$ cat config.mk
export PLATFORM = sky130hd
export DESIGN_NAME = vx_gbar_unit
export DESIGN_NICKNAME = d
export VERILOG_FILES = /design/src/rtl/vx_gbar_unit.sv
export SDC_FILE = /design/constraint.sdc
export NUM_CORES = 1
export LEC_CHECK = 0
export BUFFER_PORTS_ARGS = -buffer_cell sky130_fd_sc_hd__buf_2
export CORE_ASPECT_RATIO = 1.25
export CORE_MARGIN = 2
export CORE_UTILIZATION = 52
export CTS_CLUSTER_SIZE = 30
export DETAILED_ROUTE_END_ITERATION = 16
export PLACE_DENSITY = 0.76
export SLEW_MARGIN = 20
export SYNTH_ARGS = -nofsm -noshare
export SYNTH_HDL_FRONTEND = slang
export SYNTH_SLANG_ARGS = --single-unit
$ cat constraint.sdc
create_clock -name clk -period 4.33 [get_ports clk]
set_input_delay 0.2165 -clock clk [delete_from_list [all_inputs] [get_ports clk]]
set_output_delay 0.2165 -clock clk [all_outputs]
set_load 0.03 [all_outputs]
$ cat src/rtl/vx_gbar_unit.sv
// Global barrier unit: tracks per-barrier core arrival masks and broadcasts
// a one-cycle release when the last participating core arrives.
module vx_gbar_unit #(
    parameter int NUM_CORES    = 4,
    parameter int NUM_BARRIERS = 8,
    localparam int NC_W = (NUM_CORES    > 1) ? $clog2(NUM_CORES)    : 1,
    localparam int NB_W = (NUM_BARRIERS > 1) ? $clog2(NUM_BARRIERS) : 1
) (
    input  logic            clk,
    input  logic            reset,
    input  logic            req_valid,
    input  logic [NB_W-1:0] req_id,
    input  logic [NC_W-1:0] req_size_m1,
    input  logic [NC_W-1:0] req_core_id,
    output logic            req_ready,
    output logic            rsp_valid,
    output logic [NB_W-1:0] rsp_id,
    output logic            busy,
    output logic            dup_err,
    output logic [31:0]     release_count
);
    localparam int STAGES = 1;

    typedef struct packed {
        logic [NB_W-1:0] id;
        logic [NC_W-1:0] size_m1;
        logic [NC_W-1:0] core_id;
    } req_t;

    req_t req;
    assign req = '{id: req_id, size_m1: req_size_m1, core_id: req_core_id};

    logic [NUM_BARRIERS-1:0][NUM_CORES-1:0] arr_mask, mask_nxt;
    logic [NUM_CORES-1:0] cur_mask, core_oh;
    logic [NC_W:0]        cnt;
    logic                 accept, in_range, dup, rel, set_arr, bad;
    logic [STAGES:0]      vld_pipe;

    assign req_ready = ~reset;
    assign accept    = req_valid & req_ready;
    assign in_range  = (int'(req.core_id) < NUM_CORES) && (int'(req.id) < NUM_BARRIERS);

    // Select the addressed mask by compare rather than indexing so an
    // out-of-range ID never reads past the array.
    always_comb begin
        cur_mask = '0;
        core_oh  = '0;
        cnt      = '0;
        for (int b = 0; b < NUM_BARRIERS; b++)
            if (req.id == NB_W'(b)) cur_mask = arr_mask[b];
        for (int c = 0; c < NUM_CORES; c++) begin
            core_oh[c] = (req.core_id == NC_W'(c));
            cnt        = cnt + {{NC_W{1'b0}}, cur_mask[c]};
        end
    end

    assign dup     = |(cur_mask & core_oh);
    assign rel     = accept & in_range & ~dup & (cnt == {1'b0, req.size_m1});
    assign set_arr = accept & in_range & ~dup & ~rel;
    assign bad     = accept & (~in_range | dup);

    for (genvar b = 0; b < NUM_BARRIERS; b++) begin : g_bar
        logic hit;
        assign hit         = (req.id == NB_W'(b));
        assign mask_nxt[b] = (rel & hit) ? '0
                           : (arr_mask[b] | ((set_arr & hit) ? core_oh : '0));
    end

    assign vld_pipe[0] = rel;
    assign rsp_valid   = vld_pipe[STAGES];

    always_ff @(posedge clk) begin
        if (reset) begin
            arr_mask             <= '0;
            vld_pipe[STAGES:1]   <= '0;
            rsp_id               <= '0;
            busy                 <= 1'b0;
            dup_err              <= 1'b0;
            release_count        <= '0;
        end else begin
            arr_mask             <= mask_nxt;
            vld_pipe[STAGES:1]   <= vld_pipe[STAGES-1:0];
            busy                 <= |mask_nxt;
            dup_err              <= bad;
            // rsp_id only moves on a release so it holds between broadcasts
            if (rel) begin
                rsp_id        <= req.id;
                release_count <= release_count + 32'd1;
            end
        end
    end
endmodule

==> reports/qor.yml, run 1 <==
cts:
  clk_pin_slew_ns: 0.08
  cts_max_path_buffers: 2
  clock-sinks: 70
  cts_setup_buffers: 0
  cts_tree: "yes"
  root_buffer: "clkbuf_8"
  cts.htree.levels: 3
  cts_made_buffers: 9
  hold_buffers: 0
  clk_latency_ns: 0.36
  cts_resized: 0
cells_and_area:
  final_area_sq_um: 4200
  multi_input_area_sq_um: 2100
  layout_commonest_cell: "nor2_1"
  final_nets: 493
  nFillCells: 649
  final_layout_size_suffix_gt1_share_pct: 20.5
  num_antenna_cells: 0
  fin_util_pct: 60.2
  final_cell_mix: "nor2_1 (80), dfxtp_1 (70), buf_2 (48)"
  seq_area_sq_um: 1400
  synthToLayoutAreaGrowth_pct: 12.5
global_route:
  grt_pass1_vias: 3299
  track_usage_pct: 26.5
  grtUsageMet3_pct: 6.14
  grt_max_degree: 41
  grtUsageMet2_pct: 43.6
  use_met1_pct: 32.3
  grt.overflow.total: 0
  grt_first_pass_wirelength_mm: 16.2
  busiest_layer: "met2"
  grt_antenna_before_repair: 0
floorplanning:
  rows: 34
  fp.dieH_microns: 98.7
  pin_count: 49
  dieArea_sq_um: 7870
  fp.dieW_microns: 79.8
  initial_utilization_pct: 53.5
  coreArea_sq_um: 6980
place:
  dpl_cell_area_sq_um: 4000
  io_buffers: 48
  place_congestion: 1.00
  hpwl_mm: 7.26
drt:
  finalWirelength_mm: 10.1
  wl_per_cell_microns: 17.6
  route.detailed.drc: 0
  drtPass1Iterations: 5
  vias: 3450
  via_per_inst: 6.01
  antenna_left: 0
  drt_iter0_drc: 324
setup_path:
  crit_arrival_ns: 4.15
  cp-startpoint: "arr_mask[24]"
  cp-start-kind: "register"
  critPathKind: "register to register"
  regToRegSetupSlack_ns: 0.38
  worstPathMaxFanout: 5
  r2r_start: "arr_mask[24]"
  cp.required_ns: 4.53
  endpoint_kind: "register"
logic_synthesis:
  avgSynthCellArea_sq_um: 8.50
  async_flop_share_pct: 0
  synth_top_family_by_area: "simple AND/OR/NAND/NOR gates"
  synth_compound_area_share_pct: 18.6
  synth_seq_cells: 70
  netlist_instances: 439
  synthesis.area_sq_um: 3730
  yosys.area.top_type: "dfxtp_1"
  yosys-top-cells-area: "dfxtp_1 (38%), nor2_1 (8.1%), xor2_1 (6.6%)"
  ys.flop_type: "dfxtp_1"
  yosysWarnings: 0
  synth_top_area_share_pct: 37.6
  yosysUniqueCellTypes: 62
  synth_edf_count: 0
  synth-simple-area-share_pct: 23.9
  synth-adder-area-share_pct: 1.54
  synth_fp_nets: 453
  ys_seq_area_share_pct: 37.6
  synthMuxAreaShare_pct: 4.29
  synth-xor-area-share_pct: 7.98
power_and_ir_drop:
  p_leak_nw: 1.78
  p_per_area_nw_per_um2: 322
  ir_drop_uv: 309
sta:
  drv_slew: 0
  relSlewSlack_pct: 52.7
  finalCritPeriodShare_pct: 91.2
  tns_ns: 0
  setup_viol: 0
  report.final.hold_viol_count: 0
  min_period_ns: 3.95
  hold_ws_ns: 0.249
  finalClockSkew_ns: 0.0143
  rsz0062_at_grt: "false"
  tightest_slew_ns: 0.709
  timing.fmax_mhz: 253
flow_run:
  maxCapViolCount: 0
worst_hold_path:
  hold_start: "req_valid"
  hold_class: "primary input to register"
status:
  status: "complete, no violations"
## sequential cells by signal, summed over array words and instances, names as in the netlist
name	count
rsp_valid	1
arr_mask	32
dup_err	1
rsp_id	3
release_count	32
busy	1
## critical path, cell delays in order (launching register included)
cell       delay (ns)
dfxtp_1          0.36
mux2i_1          0.14
o211ai_1         0.12
a22oi_2          0.33
inv_1            0.14
fa_1             0.51
ha_1             0.21
ha_1             0.28
xor2_1           0.17
or3_1            0.36
and3_1           0.20
a311oi_2         0.29
o2111ai_1        0.18
a2111oi_2        0.35
a41oi_1          0.14
## path summary, 6_finish.rpt
check,endpoint,cells past startpoint
setup reg to reg,busy,14
hold / removal,dup_err,3
setup / recovery,busy,14
hold reg to reg,release_count[1],2
## cells in the mapped netlist (all sizes together), types with 3 or more instances
library cell,instances
mux2i,16
and3,13
a21o,3
xor2,28
and2,13
a22oi,11
inv,12
o211ai,3
a2111oi,6
buf,17
a21oi,34
nand4,11
nor3,11
clkbuf,15
o21ai,8
nand3,15
dfxtp,70
nor2,80
ha,3
nand2,26
xnor2,6
a31oi,3
## cell type report
cell class	count	share of cell area, %
multi-input cells	325	50.1
well taps	90	2.68
inverters	12	1.07
clock buffers	10	3.28
clock inverters	6	1.46
flip-flops and latches	70	33.4
repair buffers	61	8.05
## metrics by stage
stage / cells / total power, W / setup WS, ns
after floorplan: 439 / 0.000783 / 0.169
after global placement: 558 / 0.000819 / 0.216
after detailed placement: 558 / 0.000819 / 0.138
after CTS: 574 / 0.00135 / 0.396
after global routing: 574 / 0.00139 / 0.147
final: 574 / 0.00135 / 0.381
## routing by layer
| layer | vias to the layer above | share of wire [%] |
|---|---|---|
| li1 | 1608 | - |
| met1 | 1642 | 40 |
| met2 | 157 | 49 |
| met3 | 43 | 7.7 |
| met4 | 0 | 3.8 |
| met5 | - | 0 |
## kinds of logic (layout without fill, tap and decap cells)
logic type | count (synthesis) | count (layout)
simple gates | 182 | 182
compound gates | 89 | 89
flops | 70 | 70
buf+inv | 44 | 89
xor+xnor | 34 | 34
mux | 16 | 16
fa+ha+maj | 4 | 4
## report_power, final
part / total, W / switching [W] / internal [W]
combinational: 0.000156 / 0.000104 / 0.0000521
clock: 0.000540 / 0.000260 / 0.000280
sequential: 0.000654 / 0.00000428 / 0.000650
total: 0.00135 / 0.000368 / 0.000981
Power figures use the tool's default switching activity.
==> inputs of run 2 (changes only) <==
BUFFER_PORTS_ARGS = -buffer_cell sky130_fd_sc_hd__buf_4   (was -buffer_cell sky130_fd_sc_hd__buf_2)
==> run 2 against run 1 <==
  * Critical path depth stayed put
  * Core utilization increased by 1.3 points
  * Clock skew is 0.0077 ns lower
  * Flip-flop and latch count stayed put
  * Final area is 2.1% higher
  * Via count shrank 1.7%
  * Non-clock buffer count shrank 3
  * Worst setup slack better by 0.061 ns
  * Register-to-register slack improved by 0.06 ns
  * First-iteration DRC count down 22%
  * Global-route usage down 0.82 points
  * Clock-buffer cell count stayed put
  * Largest power group unchanged
==> reports/qor.yml, run 2 (synthesis gave the netlist of run 1 again) <==
cts:
  clock-sinks: 70  # unchanged
  cts.htree.levels: 3  # unchanged
  hold_buffers: 0  # unchanged
  clk_latency_ns: 0.35  # about the same
  cts_made_buffers: 9  # unchanged
  cts_tree: "yes"
  clk_pin_slew_ns: 0.07  # about the same
  cts_setup_buffers: 0  # unchanged
  cts_resized: 0  # unchanged
  cts_max_path_buffers: 2  # unchanged
  root_buffer: "clkbuf_8"
cells_and_area:
  final_layout_size_suffix_gt1_share_pct: 19.8  # -0.70 points
  final_cell_mix: "nor2_1 (80), dfxtp_1 (70), buf_4 (58)"
  num_antenna_cells: 0  # unchanged
  synthToLayoutAreaGrowth_pct: 14.9
  reg_top3: "arr_mask: 32 flops, release_count: 32 flops, rsp_id: 3 flops"
  final_nets: 490  # -0.61%
  nFillCells: 625  # -3.7%
  layout_commonest_cell: "nor2_1"
worst_hold_path:
  min_path_cells: 3  # unchanged
  hold_class: "primary input to register"
  hold_start: "req_valid"
  holdPathEnd: "dup_err"
setup_path:
  regToRegSetupSlack_ns: 0.44  # +0.06 ns
  worstPathMaxFanout: 3  # -2
  cp-startpoint: "arr_mask[1]"
  r2r_start: "arr_mask[1]"
  critPathKind: "register to register"
  cp.required_ns: 4.54  # about the same
  cp-start-kind: "register"
  r2r-end: "busy"
  endpoint_kind: "register"
  crit_arrival_ns: 4.09  # -0.06 ns
  rr_worst_depth: 14  # unchanged
floorplanning:
  dieArea_sq_um: 7870  # unchanged
  rows: 34  # unchanged
  pin_count: 49  # unchanged
  initial_utilization_pct: 53.5  # unchanged
  fp.dieH_microns: 98.7  # unchanged
  fp.dieW_microns: 79.8  # unchanged
  coreArea_sq_um: 6980  # unchanged
global_route:
  grt_max_degree: 41  # unchanged
  grt_antenna_before_repair: 0  # unchanged
  grt.overflow.total: 0  # unchanged
  track_usage_pct: 25.7  # -0.82 points
  grt_first_pass_wirelength_mm: 15.6  # -3.8%
  grt_pass1_vias: 3245  # -1.6%
power_and_ir_drop:
  power.share.clock_pct: 38.6  # -1.4 points
  ir_drop_uv: 160  # -48%
  net-switching-power_w: 0.000353  # -4.3%
  p_leak_nw: 1.77  # -0.71%
  power_frac_comb_pct: 11.9  # +0.3 points
  power_w: 0.00132  # -2.1%
  p_sw_share_pct: 26.7  # -0.63 points
  p_per_area_nw_per_um2: 309  # -4.1%
  p_seq_share_pct: 49.4  # +1.0 points
  p_int_w: 0.000969  # -1.2%
place:
  hpwl_mm: 7.02  # -3.3%
  place_congestion: 0.937  # -6.7%
  io_buffers: 48  # unchanged
sta:
  report.final.hold_viol_count: 0  # unchanged
  finalClockSkew_ns: 0.00661  # -0.00766 ns
  tightest_slew_ns: 0.799  # +0.0894 ns
  relSlewSlack_pct: 46.3  # -6.4 points
  finalCritPeriodShare_pct: 89.8  # -1.4 points
  drv_slew: 0  # unchanged
  tns_ns: 0  # unchanged
  setup_viol: 0  # unchanged
  timing.fmax_mhz: 257  # +1.6%
  hold_ws_ns: 0.233  # -0.0157 ns
  min_period_ns: 3.89  # -0.0607 ns
  rsz0062_at_grt: "false"
drt:
  antenna_left: 0  # unchanged
  vias: 3392  # -1.7%
  finalWirelength_mm: 9.67  # -4.4%
  route.detailed.drc: 0  # unchanged
  wl_per_cell_microns: 16.9  # -3.9%
  via_per_inst: 5.94  # -1.2%
  drtPass1Iterations: 5  # unchanged
  drt_iter0_drc: 253  # -22%
flow_run:
  maxCapViolCount: 0  # unchanged
status:
  status: "complete, no violations"
-- run 2: changes by cell type in the layout (fill, tap and decap cells not counted) --
cell        previous run  this run
buf_2                 48         0
buf_4                 13        58
clkbuf_1               0         1
clkbuf_8              10         9
clkinv_4               1         2
clkinvlp_4             1         0
-- run 2: worst max-delay path by stage --
| stage | slack [ns] | endpoint | cells past startpoint |
|---|---|---|---|
| after floorplan | 0.17 | busy | 17 |
| after global placement | 0.35 | busy | 15 |
| after detailed placement | 0.26 | busy | 15 |
| after CTS | 0.47 | busy | 14 |
| after global routing | 0.12 | busy | 14 |
| final | 0.44 | busy | 14 |
-- run 2: power by group through the flow --
stage	logic [W]	registers (W)	clock network, W
2_1_floorplan	0.000106	0.000677	0
3_3_place_gp	0.000153	0.000669	0
3_5_place_dp	0.000155	0.000669	0
4_1_cts	0.000155	0.000654	0.000521
5_1_grt	0.000169	0.000654	0.000554
6_report	0.000158	0.000654	0.000511
-- run 2: stage by stage --
stage               std cells  util, %  area, sq um  setup slack, ns
floorplan                 439        -         3730            0.169
global placement          555     58.7         4100            0.349
detailed placement        555     58.7         4100            0.262
CTS                       571     61.4         4290            0.467
global route              571     61.4         4290            0.122
finish                    571     61.4         4290            0.442
-- run 2: critical path, stage by stage, from the launching register on --
cell       delay (ns)
dfxtp_1          0.39
mux2i_1          0.11
a22oi_1          0.41
nand2_1          0.13
inv_1            0.10
fa_1             0.43
ha_1             0.20
ha_1             0.28
xor2_1           0.17
or3_1            0.37
and3_1           0.20
a311oi_2         0.28
o2111ai_1        0.17
a2111oi_2        0.37
a41oi_1          0.15
-- run 2: routing by layer --
layer / wire (microns) / share of wire (%) / global-route usage, % / up-vias
met5: 0 / 0 / 0 / -
met4: 550 / 5.7 / 17.1 / 0
met1: 3940 / 41 / 30.9 / 1593
met2: 4570 / 47 / 40.5 / 149
met3: 612 / 6.3 / 5.86 / 46
li1: - / - / - / 1604
-- run 2: area by class of cell --
class / count / area (sq um) / area share [%]
timing repair buffer: 58 / 435 / 10.2
tap: 90 / 113 / 2.63
multi-input combinational: 325 / 2100 / 49.0
clock inverter: 6 / 62.6 / 1.46
inverter: 12 / 45.0 / 1.05
sequential: 70 / 1400 / 32.7
clock buffer: 10 / 128 / 2.98
